[src/rtl/jc_step_if.sv]
// Command handshake bundle for jc_step_ctrl: the host drives a step request,
// the sequencer answers with cmd_ready while it is idle.
interface jc_step_if #(
    parameter int CNT_W = 8,
    parameter int DWL_W = 8
);
    logic             cmd_valid;
    logic             cmd_ready;
    logic [CNT_W-1:0] cmd_steps;
    logic             cmd_dir;
    logic [DWL_W-1:0] cmd_dwell;

    modport master (
        output cmd_valid,
        output cmd_steps,
        output cmd_dir,
        output cmd_dwell,
        input  cmd_ready
    );

    modport slave (
        input  cmd_valid,
        input  cmd_steps,
        input  cmd_dir,
        input  cmd_dwell,
        output cmd_ready
    );
endinterface

[src/rtl/jc_step_ctrl.sv]
// Command-driven sequencer for a 4-bit Johnson phase ring: advances the ring
// a commanded number of steps in either direction with a dwell between steps.
module jc_step_ctrl #(
    parameter int CNT_W = 8,
    parameter int DWL_W = 8
) (
    input  logic             clk,
    input  logic             rst,
    jc_step_if.slave         cmd,
    input  logic             pause,
    input  logic             abort,
    output logic [3:0]       Q,
    output logic [2:0]       phase,
    output logic [CNT_W-1:0] remaining,
    output logic             busy,
    output logic             done
);
    typedef enum logic [1:0] {
        ST_IDLE  = 2'd0,
        ST_RUN   = 2'd1,
        ST_PAUSE = 2'd2,
        ST_DONE  = 2'd3
    } state_t;

    state_t           state_r;
    logic [3:0]       q_r;
    logic [CNT_W-1:0] rem_r;
    logic [DWL_W-1:0] dwell_cnt_r;
    logic [DWL_W-1:0] dwell_r;
    logic             dir_r;
    logic             done_r;

    function automatic logic [3:0] ring_next(input logic [3:0] q, input logic rev);
        ring_next = rev ? {q[2:0], ~q[3]} : {~q[0], q[3:1]};
    endfunction

    // Position of a legal Johnson code in the forward sequence.
    function automatic logic [2:0] ring_phase(input logic [3:0] q);
        case (q)
            4'b0000: ring_phase = 3'd0;
            4'b1000: ring_phase = 3'd1;
            4'b1100: ring_phase = 3'd2;
            4'b1110: ring_phase = 3'd3;
            4'b1111: ring_phase = 3'd4;
            4'b0111: ring_phase = 3'd5;
            4'b0011: ring_phase = 3'd6;
            4'b0001: ring_phase = 3'd7;
            default: ring_phase = 3'd0;
        endcase
    endfunction

    // Sequencer FSM: command accept, dwell countdown, ring advance, pause/abort.
    always_ff @(posedge clk) begin
        if (rst) begin
            state_r     <= ST_IDLE;
            q_r         <= 4'b0000;
            rem_r       <= {CNT_W{1'b0}};
            dwell_cnt_r <= {DWL_W{1'b0}};
            dwell_r     <= {DWL_W{1'b0}};
            dir_r       <= 1'b0;
            done_r      <= 1'b0;
        end else begin
            done_r <= 1'b0;
            case (state_r)
                ST_IDLE: begin
                    if (cmd.cmd_valid) begin
                        dir_r       <= cmd.cmd_dir;
                        dwell_r     <= cmd.cmd_dwell;
                        rem_r       <= cmd.cmd_steps;
                        dwell_cnt_r <= cmd.cmd_dwell;
                        if (cmd.cmd_steps == {CNT_W{1'b0}}) begin
                            state_r <= ST_DONE;
                            done_r  <= 1'b1;
                        end else begin
                            state_r <= ST_RUN;
                        end
                    end
                end
                ST_RUN: begin
                    if (abort) begin
                        state_r <= ST_IDLE;
                    end else if (pause) begin
                        state_r <= ST_PAUSE;
                    end else if (dwell_cnt_r != {DWL_W{1'b0}}) begin
                        dwell_cnt_r <= dwell_cnt_r - {{(DWL_W-1){1'b0}}, 1'b1};
                    end else begin
                        q_r         <= ring_next(q_r, dir_r);
                        dwell_cnt_r <= dwell_r;
                        // RUN is only ever entered with a non-zero count, so
                        // the floor at zero is purely defensive.
                        if (rem_r != {CNT_W{1'b0}}) begin
                            rem_r <= rem_r - {{(CNT_W-1){1'b0}}, 1'b1};
                        end else begin
                            rem_r <= {CNT_W{1'b0}};
                        end
                        if (rem_r <= {{(CNT_W-1){1'b0}}, 1'b1}) begin
                            state_r <= ST_DONE;
                            done_r  <= 1'b1;
                        end else begin
                            state_r <= ST_RUN;
                        end
                    end
                end
                ST_PAUSE: begin
                    if (abort) begin
                        state_r <= ST_IDLE;
                    end else if (!pause) begin
                        state_r <= ST_RUN;
                    end else begin
                        state_r <= ST_PAUSE;
                    end
                end
                ST_DONE: begin
                    state_r <= ST_IDLE;
                end
                default: begin
                    state_r <= ST_IDLE;
                end
            endcase
        end
    end

    assign Q             = q_r;
    assign phase         = ring_phase(q_r);
    assign remaining     = rem_r;
    assign done          = done_r;
    assign busy          = (state_r == ST_RUN) || (state_r == ST_PAUSE);
    assign cmd.cmd_ready = (state_r == ST_IDLE);
endmodule

[src/flat_wrapper.sv]
// flat-port wrapper written by rule: the top's interface ports become plain ports
module jc_step_ctrl_flat 
#(
    parameter int CNT_W = 8,
    parameter int DWL_W = 8
)
  (clk, rst, pause, abort, Q, phase, remaining, busy, done, cmd_cmd_valid, cmd_cmd_steps, cmd_cmd_dir, cmd_cmd_dwell, cmd_cmd_ready);
  jc_step_if #(.CNT_W(CNT_W), .DWL_W(DWL_W)) cmd_i ();
  input  logic clk;
  input  logic rst;
  input  logic pause;
  input  logic abort;
  output logic [3:0] Q;
  output logic [2:0] phase;
  output logic [CNT_W-1:0] remaining;
  output logic busy;
  output logic done;
  input wire logic [$bits(cmd_i.cmd_valid)-1:0] cmd_cmd_valid;
  input wire logic [$bits(cmd_i.cmd_steps)-1:0] cmd_cmd_steps;
  input wire logic [$bits(cmd_i.cmd_dir)-1:0] cmd_cmd_dir;
  input wire logic [$bits(cmd_i.cmd_dwell)-1:0] cmd_cmd_dwell;
  output wire logic [$bits(cmd_i.cmd_ready)-1:0] cmd_cmd_ready;
  assign cmd_i.cmd_valid = cmd_cmd_valid;
  assign cmd_i.cmd_steps = cmd_cmd_steps;
  assign cmd_i.cmd_dir = cmd_cmd_dir;
  assign cmd_i.cmd_dwell = cmd_cmd_dwell;
  assign cmd_cmd_ready = cmd_i.cmd_ready;
  jc_step_ctrl #(.CNT_W(CNT_W), .DWL_W(DWL_W)) u_core (.clk(clk), .rst(rst), .cmd(cmd_i), .pause(pause), .abort(abort), .Q(Q), .phase(phase), .remaining(remaining), .busy(busy), .done(done));
endmodule
[config.mk]
export PLATFORM = sky130hd
export DESIGN_NAME = jc_step_ctrl_flat
export DESIGN_NICKNAME = d
export VERILOG_FILES = /design/src/rtl/jc_step_if.sv /design/src/rtl/jc_step_ctrl.sv /design/src/flat_wrapper.sv
export SDC_FILE = /design/constraint.sdc
export NUM_CORES = 1
export LEC_CHECK = 0
export ABC_CLOCK_PERIOD_IN_PS = 2250
export BUFFER_PORTS_ARGS = -buffer_cell sky130_fd_sc_hd__buf_2
export CAP_MARGIN = 15
export CORE_MARGIN = 2
export CORE_UTILIZATION = 45
export CTS_CLUSTER_DIAMETER = 150
export DETAILED_ROUTE_END_ITERATION = 12
export PLACE_DENSITY = 0.64
export SYNTH_ARGS = -nofsm -noshare
export SYNTH_HDL_FRONTEND = slang
export SYNTH_SLANG_ARGS = --single-unit
export TNS_END_PERCENT = 20
[constraint.sdc]
create_clock -name clk -period 2.25 [get_ports clk]
set_input_delay 0.45 -clock clk [delete_from_list [all_inputs] [get_ports clk]]
set_output_delay 0.45 -clock clk [all_outputs]
set_load 0.05 [all_outputs]
==> results.toml, run 1 <==
[run_status]
outcome = "complete, no violations"

[cts]
cts_buffers = 5
post_cts_resized = 0
clock_insertion_delay_worst_skew_ns = 0.29
cts_hold_buffers = 0
clock_sink_count = 35
clock_path_buffers = 2
clkTransAtPathRegs_ns = 0.08
clk_root_buffer_cell = "sky130_fd_sc_hd__clkbuf_8"
htreeDepth = 2
tritoncts = "done"

[grt]
gr-usage-all-layers = 0.224
met2_demand_to_capacity_share_in_global_routing = 0.378
grt_max_usage_layer = "met2"
grt_first_pass_wirelength_um = 9160
grt_start_max_net_pins = 25
grt.met3_usage = 0.0450
first_global_vias = 1964
grt.met1_usage = 0.277
globalRouteOverflowTotal = 0
antenna_found_initial = 0

[drt]
route.detailed.drc = 0
avgRoutedWirePerCell_um = 15.0
dr.first_iter.drc_count = 112
finalWirelength_um = 5300
pre_repair_dr_iteration_count = 4
num_vias = 1999
antenna_violating_nets_post_route = 0
detail_route.vias_per_cell = 5.65

[critical_path]
endpoint_kind = "register"
r2r_end = "u_core.phase[0]"
timing.critical_path.from_type = "register"
crit_required_ns = 2.44
worst_path_max_fanout = 6
setup.worst_path.start = "u_core.dwell_cnt_r[0]"
cp_top_family = "compound AO/OA/AOI/OAI gates"
crit_type = "reg2reg"
timing.critical_path.slowest_cell_delay_ns = 0.40
crit_path_cell_trace = "inv_1 > ha_1 > nor3b_2 > and3_1 > a211o_2 > xnor2_1 > a2111oi_2"
r2r_start = "u_core.dwell_cnt_r[0]"
worst-path-buf-inv = 1
timing.reg2reg.worst_path_depth = 7
cp_data_arrival_time_ns = 2.26
timing.reg2reg.setup_slack_ns = 0.18
crit_path_top_delay_cell = "sky130_fd_sc_hd__dfxtp_1"

[yosys]
synth.yosys.seq_area_share = 0.340
post-synth-top-area-fraction = 0.340
synthMuxAreaShare = 0.0394
synth_cell_types = 49
synth_top_cell_by_area = "sky130_fd_sc_hd__dfxtp_1"
yosys.area_share.adder = 0.0485
syn_area_per_cell_sq_um = 7.97
synthesis.yosys.warnings = 0
ys_ff_latch = 35
synth_xor_xnor_area_share = 0.0212
synth-edff-count = 0
synthesis.area_sq_mm = 0.00206
synthesis.nets = 289
postSynthCellCount = 259
synth_compound_area_frac = 0.280
dominantRegCellSynth = "sky130_fd_sc_hd__dfxtp_1"
synth_top_family_by_area = "compound AO/OA/AOI/OAI gates"
synth-simple-area-share = 0.215
top_cells_by_area_synth = "sky130_fd_sc_hd__dfxtp_1 (34%), sky130_fd_sc_hd__a21oi_1 (7.0%), sky130_fd_sc_hd__nand2_1 (5.5%), sky130_fd_sc_hd__ha_1 (4.9%), sky130_fd_sc_hd__nor2_1 (4.7%)"
share_of_flip_flops_with_an_asynchronous_set_or_reset = 0

[sta]
maxSlewHeadroom = 0.593
timing_hold_violations_final = 0
setup_viol = 0
worstMarginPinSlew_ns = 0.608
max_clock_freq_mhz = 484
clock-skew-final_ns = 0.00535
final_max_slew_viol_count = 0
final.period_utilization = 0.918
rsz0062_at_grt = "false"
finalCriticalPeriod_ns = 2.07
fin_setup_tns_ns = 0

[placement]
place_congestion = 0.859
portBuffers = 39
dp_hpwl_um = 3840

[min_path]
holdCritStartpoint = "cmd_cmd_dir"
min_delay_path_depth = 3
min_delay_worst_type = "in2reg"
hold_end = "u_core.dir_r"

[floorplan]
core-area_sq_mm = 0.00438
fp.dieArea_sq_mm = 0.00514
die_x_um = 71.7
rows = 24
die_h_um = 71.7
initial_utilization = 0.471
boundaryPins = 40

[power_and_ir_drop]
peakVddDrop_v = 0.000885
leak_uw = 0.00102
post_route_total_power_uw = 3160
power_density_mw_per_mm2 = 1310

[run]
cap_violations = 0

[finish]
syn_to_final_growth_pct = 17.3
antennaDiodeCount = 0
fin_nets = 331
drive_above_1_share = 0.219
[where the power goes]
group	internal [uW]	switching, uW	total [uW]	leakage (uW)
Combinational	643	1110	1750	0.000693
Clock	216	238	454	0.0000412
Sequential	758	195	953	0.000287
Total	1620	1540	3160	0.00102
[cells in the mapped netlist (3+ instances only)]
library cell / n
sky130_fd_sc_hd__mux2i_1: 7
sky130_fd_sc_hd__dfxtp_1: 35
sky130_fd_sc_hd__nor2b_1: 3
sky130_fd_sc_hd__nor2_1: 26
sky130_fd_sc_hd__a32o_1: 3
sky130_fd_sc_hd__nor3b_1: 4
sky130_fd_sc_hd__nand2_1: 30
sky130_fd_sc_hd__clkbuf_1: 10
sky130_fd_sc_hd__a21o_1: 4
sky130_fd_sc_hd__nor3_1: 5
sky130_fd_sc_hd__inv_1: 14
sky130_fd_sc_hd__a211oi_1: 8
sky130_fd_sc_hd__nor4_1: 4
sky130_fd_sc_hd__or4_1: 3
sky130_fd_sc_hd__nand3_1: 4
sky130_fd_sc_hd__a31oi_1: 7
sky130_fd_sc_hd__o21ai_0: 13
sky130_fd_sc_hd__xnor2_1: 4
sky130_fd_sc_hd__ha_1: 8
sky130_fd_sc_hd__a21oi_1: 29
sky130_fd_sc_hd__o211ai_1: 6
[per-stage QoR]
step	worst slack (ns)	instance area, sq um	hold WS [ns]	cells	utilization
floorplan	0.0317	2060	0.433	259	-
global placement	0.227	2340	0.447	346	0.533
detailed placement	0.196	2340	0.454	346	0.533
CTS	0.178	2420	0.379	354	0.552
global route	0.00382	2420	0.386	354	0.552
finish	0.184	2420	0.388	354	0.552
[state kept, by name (all words and copies together), names as in the netlist]
signal              cells
u_core.phase            3
u_core.dir_r            1
u_core.dwell_r          8
u_core.dwell_cnt_r      8
u_core.Q                4
u_core.done             1
u_core.state_r          2
u_core.remaining        8
[per-layer routing]
metal  share of wire  up-vias
li1                -     1030
met1            0.46      913
met2            0.49       48
met3           0.041        8
met4           0.017        0
met5               0        -
[worst register-to-register path, cell delays in order, from the launching register on]
cell                        delay (ns)
sky130_fd_sc_hd__dfxtp_1          0.40
sky130_fd_sc_hd__inv_1            0.10
sky130_fd_sc_hd__ha_1             0.26
sky130_fd_sc_hd__nor3b_2          0.18
sky130_fd_sc_hd__and3_1           0.25
sky130_fd_sc_hd__a211o_2          0.37
sky130_fd_sc_hd__xnor2_1          0.15
sky130_fd_sc_hd__a2111oi_2        0.26
[timing repair]
action	in CTS	in global routing
buffers inserted	0	0
setup endpoints to repair	0	1
hold endpoints to repair	0	0
[worst max path at each step]
| stage | endpoint | depth (start not counted) |
|---|---|---|
| final | u_core.phase[0] | 7 |
| after global routing | u_core.remaining[1] | 9 |
| after CTS | u_core.phase[0] | 7 |
| after detailed placement | u_core.phase[0] | 7 |
| after global placement | u_core.phase[1] | 8 |
| after floorplan | u_core.remaining[5] | 9 |
[final cells by class]
| type | count | area (sq um) |
|---|---|---|
| Tap cell | 52 | 65.1 |
| Clock buffer | 6 | 72.6 |
| Clock inverter | 2 | 12.5 |
| Timing Repair Buffer | 49 | 270 |
| Multi-Input combinational cell | 196 | 1250 |
| Sequential cell | 35 | 701 |
| Inverter | 14 | 52.6 |
| Fill cell | 442 | 1960 |
[logic make-up (layout without fill, tap and decap cells)]
kind of cell / count (synthesis) / after routing
AND/OR/NAND/NOR: 89 / 89
multiplexers: 8 / 8
adder cells (fa/ha/maj): 8 / 8
AO/OA/AOI/OAI: 86 / 86
buffers and inverters: 28 / 71
flip-flops: 35 / 35
XOR/XNOR: 5 / 5
[layout by cell type (no fill, tap or decap), drive strengths merged, types with 5 or more instances in the layout]
master	netlist	layout
a211oi	9	9
a21oi	30	30
a31oi	7	7
buf	4	49
clkbuf	10	6
dfxtp	35	35
ha	8	8
inv	14	14
mux2i	7	7
nand2	30	30
nor2	26	26
nor3	5	5
nor3b	5	5
nor4	6	6
o211ai	6	6
o21ai	13	13
Power figures use the tool's default switching activity.
==> run 2, diff against run 1 <==
--- a/config.mk
+++ b/config.mk
@@ -9,10 +9,10 @@
 export BUFFER_PORTS_ARGS = -buffer_cell sky130_fd_sc_hd__buf_2
 export CAP_MARGIN = 15
 export CORE_MARGIN = 2
-export CORE_UTILIZATION = 45
+export CORE_UTILIZATION = 25
 export CTS_CLUSTER_DIAMETER = 150
 export DETAILED_ROUTE_END_ITERATION = 12
-export PLACE_DENSITY = 0.64
+export PLACE_DENSITY = 0.39
 export SYNTH_ARGS = -nofsm -noshare
 export SYNTH_HDL_FRONTEND = slang
 export SYNTH_SLANG_ARGS = --single-unit
==> run 2 against run 1 <==
Against the previous run: non-clock buffer count grew 2; fmax fell by 3.8%; first-iteration DRC count is 23% lower; register-to-register slack worse by 0.08 ns; clock-buffer cell count stayed put; die area increased by 75%; global-route usage fell by 8.4 points; setup slack got worse by 0.081 ns; cell count grew 15%; via count grew 1.4%; highest routed layer unchanged; sequential share of layout area down 0.97 points.
==> results.toml, run 2 (synthesis gave the netlist of run 1 again) <==
[finish]
fin_nets = 333
register_area_sq_um = 701
most_common_library_cell_in_the_layout_ignoring_fill_and_taps = "sky130_fd_sc_hd__buf_2"
drive_above_1_share = 0.224
antennaDiodeCount = 0
syn_to_final_growth_pct = 21.4
multi_input_comb_area_sq_mm = 0.00125
commonest_cells_after_routing_fill_and_taps_aside = "sky130_fd_sc_hd__buf_2 (39), sky130_fd_sc_hd__dfxtp_1 (35), sky130_fd_sc_hd__nand2_1 (30)"
fill_cells = 910

[drt]
num_vias = 2027
detail_route.vias_per_cell = 4.97
route.detailed.drc = 0
avgRoutedWirePerCell_um = 14.5
pre_repair_dr_iteration_count = 4
finalWirelength_um = 5930
dr.first_iter.drc_count = 86
antenna_violating_nets_post_route = 0

[cts]
tritoncts = "done"
clk_root_buffer_cell = "sky130_fd_sc_hd__clkbuf_8"
cts_hold_buffers = 0
cts.repair_timing.setup_buffer_count = 0
cts_buffers = 5
post_cts_resized = 0
htreeDepth = 2
clock_insertion_delay_worst_skew_ns = 0.29
clock_path_buffers = 2
clock_sink_count = 35
clkTransAtPathRegs_ns = 0.08

[run_status]
outcome = "complete, no violations"

[placement]
place_congestion = 0.796
preCtsSetupSlack_ns = 0.112
dp_hpwl_um = 4320
portBuffers = 39

[floorplan]
core-area_sq_mm = 0.00809
initial_utilization = 0.255
boundaryPins = 40
rows = 33
fp.dieArea_sq_mm = 0.00900
die_h_um = 94.8
die_x_um = 94.8

[power_and_ir_drop]
leak_uw = 0.00104
peakVddDrop_v = 0.000526
post_route_total_power_uw = 3220
power_density_mw_per_mm2 = 1290

[sta]
final.period_utilization = 0.954
final_max_slew_viol_count = 0
max_clock_freq_mhz = 466
rsz0062_at_grt = "false"
clock-skew-final_ns = 0.00309
setup_viol = 0
setup_slack_ns = 0.104
fin_setup_tns_ns = 0
maxSlewHeadroom = 0.702
timing_hold_violations_final = 0
fin_worst_hold_slack_ns = 0.397
worstMarginPinSlew_ns = 0.447
finalCriticalPeriod_ns = 2.15

[critical_path]
timing.critical_path.from_type = "register"
worst_path_max_fanout = 7
timing.critical_path.slowest_cell_delay_ns = 0.42
endpoint_kind = "register"
crit_type = "reg2reg"
crit_path_cell_trace = "inv_1 > ha_1 > nor3b_2 > and3_1 > a211o_2 > xnor2_1 > a2111oi_2"
crit_required_ns = 2.44
worst-path-buf-inv = 1
crit_path_top_delay_cell = "sky130_fd_sc_hd__dfxtp_1"
cp_data_arrival_time_ns = 2.34
cp_top_family = "compound AO/OA/AOI/OAI gates"

[run]
cap_violations = 0

[grt]
antenna_found_initial = 0
grt_first_pass_wirelength_um = 9730
globalRouteOverflowTotal = 0
gr-usage-all-layers = 0.140
grt_start_max_net_pins = 25
first_global_vias = 1987

[min_path]
min_delay_worst_type = "in2reg"
==> run 2: worst register-to-register path, stage by stage, from the launching register on <==
cell                        delay [ns]
sky130_fd_sc_hd__dfxtp_1          0.42
sky130_fd_sc_hd__inv_1            0.11
sky130_fd_sc_hd__ha_1             0.26
sky130_fd_sc_hd__nor3b_2          0.20
sky130_fd_sc_hd__and3_1           0.28
sky130_fd_sc_hd__a211o_2          0.37
sky130_fd_sc_hd__xnor2_1          0.15
sky130_fd_sc_hd__a2111oi_2        0.27
==> run 2: layer usage <==
layer | wire length, um | vias to the layer above | global-route usage
met5 | 0 | - | 0
met4 | 70 | 0 | 0.0399
met3 | 186 | 7 | 0.0247
met2 | 2830 | 33 | 0.238
met1 | 2850 | 955 | 0.181
li1 | - | 1032 | -
==> run 2: area by class of cell <==
cell class / instances / area share
Inverter: 14 / 0.0210
Clock inverter: 1 / 0.00200
Clock buffer: 6 / 0.0330
Sequential cell: 35 / 0.280
Timing Repair Buffer: 51 / 0.114
Tap cell: 105 / 0.0524
Multi-Input combinational cell: 196 / 0.498
==> run 2: metrics by stage <==
step | cell area, sq um | instances | utilization
2_1_floorplan | 2060 | 259 | -
3_3_place_gp | 2420 | 401 | 0.299
3_5_place_dp | 2420 | 401 | 0.299
4_1_cts | 2500 | 408 | 0.310
5_1_grt | 2500 | 408 | 0.310
6_report | 2500 | 408 | 0.310
==> run 2: worst paths after layout <==
kind,from,to,slack (ns),depth (start not counted)
min reg2reg,u_core.dwell_r[5],u_core.dwell_r[5],0.46,2
max,u_core.dwell_cnt_r[0],u_core.phase[0],0.10,7
min,cmd_cmd_dir,u_core.dir_r,0.40,3
max reg2reg,u_core.dwell_cnt_r[0],u_core.phase[0],0.10,7
==> run 2: report_power, final <==
group	internal, uW	switching [uW]	leakage [uW]
Combinational	658	1130	0.000702
Clock	241	243	0.0000470
Sequential	758	197	0.000287
Total	1660	1570	0.00104
==> run 3, diff against run 2 <==
--- a/config.mk
+++ b/config.mk
@@ -5,7 +5,7 @@
 export SDC_FILE = /design/constraint.sdc
 export NUM_CORES = 1
 export LEC_CHECK = 0
-export ABC_CLOCK_PERIOD_IN_PS = 2250
+export ABC_CLOCK_PERIOD_IN_PS = 2240
 export BUFFER_PORTS_ARGS = -buffer_cell sky130_fd_sc_hd__buf_2
 export CAP_MARGIN = 15
 export CORE_MARGIN = 2
==> constraint.sdc (replaced) <==
create_clock -name clk -period 2.24 [get_ports clk]
set_input_delay 0.448 -clock clk [delete_from_list [all_inputs] [get_ports clk]]
set_output_delay 0.448 -clock clk [all_outputs]
set_load 0.05 [all_outputs]
==> run 3 against run 2 <==
Against the previous run: non-clock buffer count unchanged; total power up 7.4%; clock power up 45%; sequential power up 0.6%; largest cell class unchanged; clock skew up 0.0081 ns; clock-buffer cell count unchanged; flip-flop and latch count unchanged; highest routed layer unchanged; final area up 1.9%; setup slack better by 0.041 ns; die area unchanged; via count down 2.0%.
==> results.toml, run 3 (synthesis gave the netlist of run 1 again) <==
[finish]
syn_to_final_growth_pct = 23.7
commonest_cells_after_routing_fill_and_taps_aside = "sky130_fd_sc_hd__buf_2 (39), sky130_fd_sc_hd__dfxtp_1 (34), sky130_fd_sc_hd__nand2_1 (30)"
fin_nets = 333
drive_above_1_share = 0.230
most_common_library_cell_in_the_layout_ignoring_fill_and_taps = "sky130_fd_sc_hd__buf_2"
finalCoreUtilization = 0.315
antennaDiodeCount = 0

[sta]
final.period_utilization = 0.936
fin_setup_tns_ns = 0
fin_worst_hold_slack_ns = 0.382
timing_hold_violations_final = 0
setup_viol = 0
max_clock_freq_mhz = 477
rsz0062_at_grt = "false"
clock-skew-final_ns = 0.0112
final_max_slew_viol_count = 0
finalCriticalPeriod_ns = 2.10
worstMarginPinSlew_ns = 0.489
maxSlewHeadroom = 0.674
setup_slack_ns = 0.144

[placement]
place_congestion = 0.800
portBuffers = 39
dp_hpwl_um = 4380
preCtsSetupSlack_ns = 0.100

[floorplan]
core-area_sq_mm = 0.00809
die_h_um = 94.8
boundaryPins = 40
die_x_um = 94.8
fp.dieArea_sq_mm = 0.00900
rows = 33
initial_utilization = 0.255

[cts]
tritoncts = "done"
post_cts_resized = 0
clock_path_buffers = 2
cts.repair_timing.setup_buffer_count = 0
htreeDepth = 2
clock_insertion_delay_worst_skew_ns = 0.30
cts_hold_buffers = 0
clock_sink_count = 35
clk_root_buffer_cell = "sky130_fd_sc_hd__clkbuf_8"
cts_buffers = 5
clkTransAtPathRegs_ns = 0.08

[critical_path]
endpoint_kind = "register"
cp_top_family = "compound AO/OA/AOI/OAI gates"
crit_required_ns = 2.44
timing.critical_path.slowest_cell_delay_ns = 0.41
worst_path_max_fanout = 7
worst-path-buf-inv = 1
crit_path_top_delay_cell = "sky130_fd_sc_hd__dfxtp_1"
cp_data_arrival_time_ns = 2.30
crit_type = "reg2reg"
crit_path_cell_trace = "inv_1 > ha_1 > nor3b_2 > and3_2 > a211o_2 > xnor2_1 > a2111oi_2"
timing.critical_path.from_type = "register"

[min_path]
min_delay_worst_type = "in2reg"

[run]
cap_violations = 0

[drt]
m1WireLength_um = 2890
dr.first_iter.drc_count = 43
highest_layer = "met4"
detail_route.vias_per_cell = 4.86
avgRoutedWirePerCell_um = 14.8
met3_length_um = 240
antenna_violating_nets_post_route = 0
route.detailed.drc = 0
num_vias = 1987
finalWirelength_um = 6070
pre_repair_dr_iteration_count = 4
wl_met2_um = 2830

[grt]
grt_start_max_net_pins = 25
antenna_found_initial = 0
grt_first_pass_wirelength_um = 9890
globalRouteOverflowTotal = 0
first_global_vias = 1918
gr-usage-all-layers = 0.142

[run_status]
outcome = "complete, no violations"

[power_and_ir_drop]
post_route_total_power_uw = 3460
power_density_mw_per_mm2 = 1360
peakVddDrop_v = 0.000508
leak_uw = 0.00105
[run 3: cell types whose count changed in the layout (fill, tap and decap cells not counted), sizes merged]
cell,before,now
clkinv,1,0
bufinv,0,2
[run 3: where the power goes]
group	leakage (uW)	total, uW	switching (uW)	internal (uW)
clock network	0.0000654	704	258	446
registers	0.000287	961	198	762
logic	0.000702	1790	1130	661
[run 3: worst min-delay path, cell delays in order]
cell and delay, ns:
sky130_fd_sc_hd__buf_2 0.09, sky130_fd_sc_hd__nand2_1 0.04, sky130_fd_sc_hd__a21oi_1 0.05
[run 3: final timing paths]
check / startpoint / slack (ns) / cells after the start / end
worst min register to register: u_core.dwell_r[5] / 0.46 / 2 / u_core.dwell_r[5]
worst min-delay path: cmd_cmd_dir / 0.38 / 3 / u_core.dir_r
worst max register to register: u_core.dwell_cnt_r[1] / 0.14 / 7 / u_core.phase[0]
worst max-delay path: u_core.dwell_cnt_r[1] / 0.14 / 7 / u_core.phase[0]
[run 3: cell type report]
cell class	count	area, sq um
Tap cell	105	131
Inverter	14	52.6
Clock inverter	2	60.1
Timing Repair Buffer	51	285
Sequential cell	35	702
Clock buffer	6	72.6
Fill cell	904	5540
Multi-Input combinational cell	196	1250
[run 3: metal layers]
metal / vias to the layer above / track usage
li1: 1024 / -
met1: 919 / 0.183
met2: 36 / 0.235
met3: 8 / 0.0303
met4: 0 / 0.0495
met5: - / 0
[run 3: stage by stage]
step                      cells  instance area (sq um)
final                       409                   2550
after global routing        409                   2550
after CTS                   409                   2550
after detailed placement    401                   2420
after global placement      401                   2420
after floorplan             259                   2060
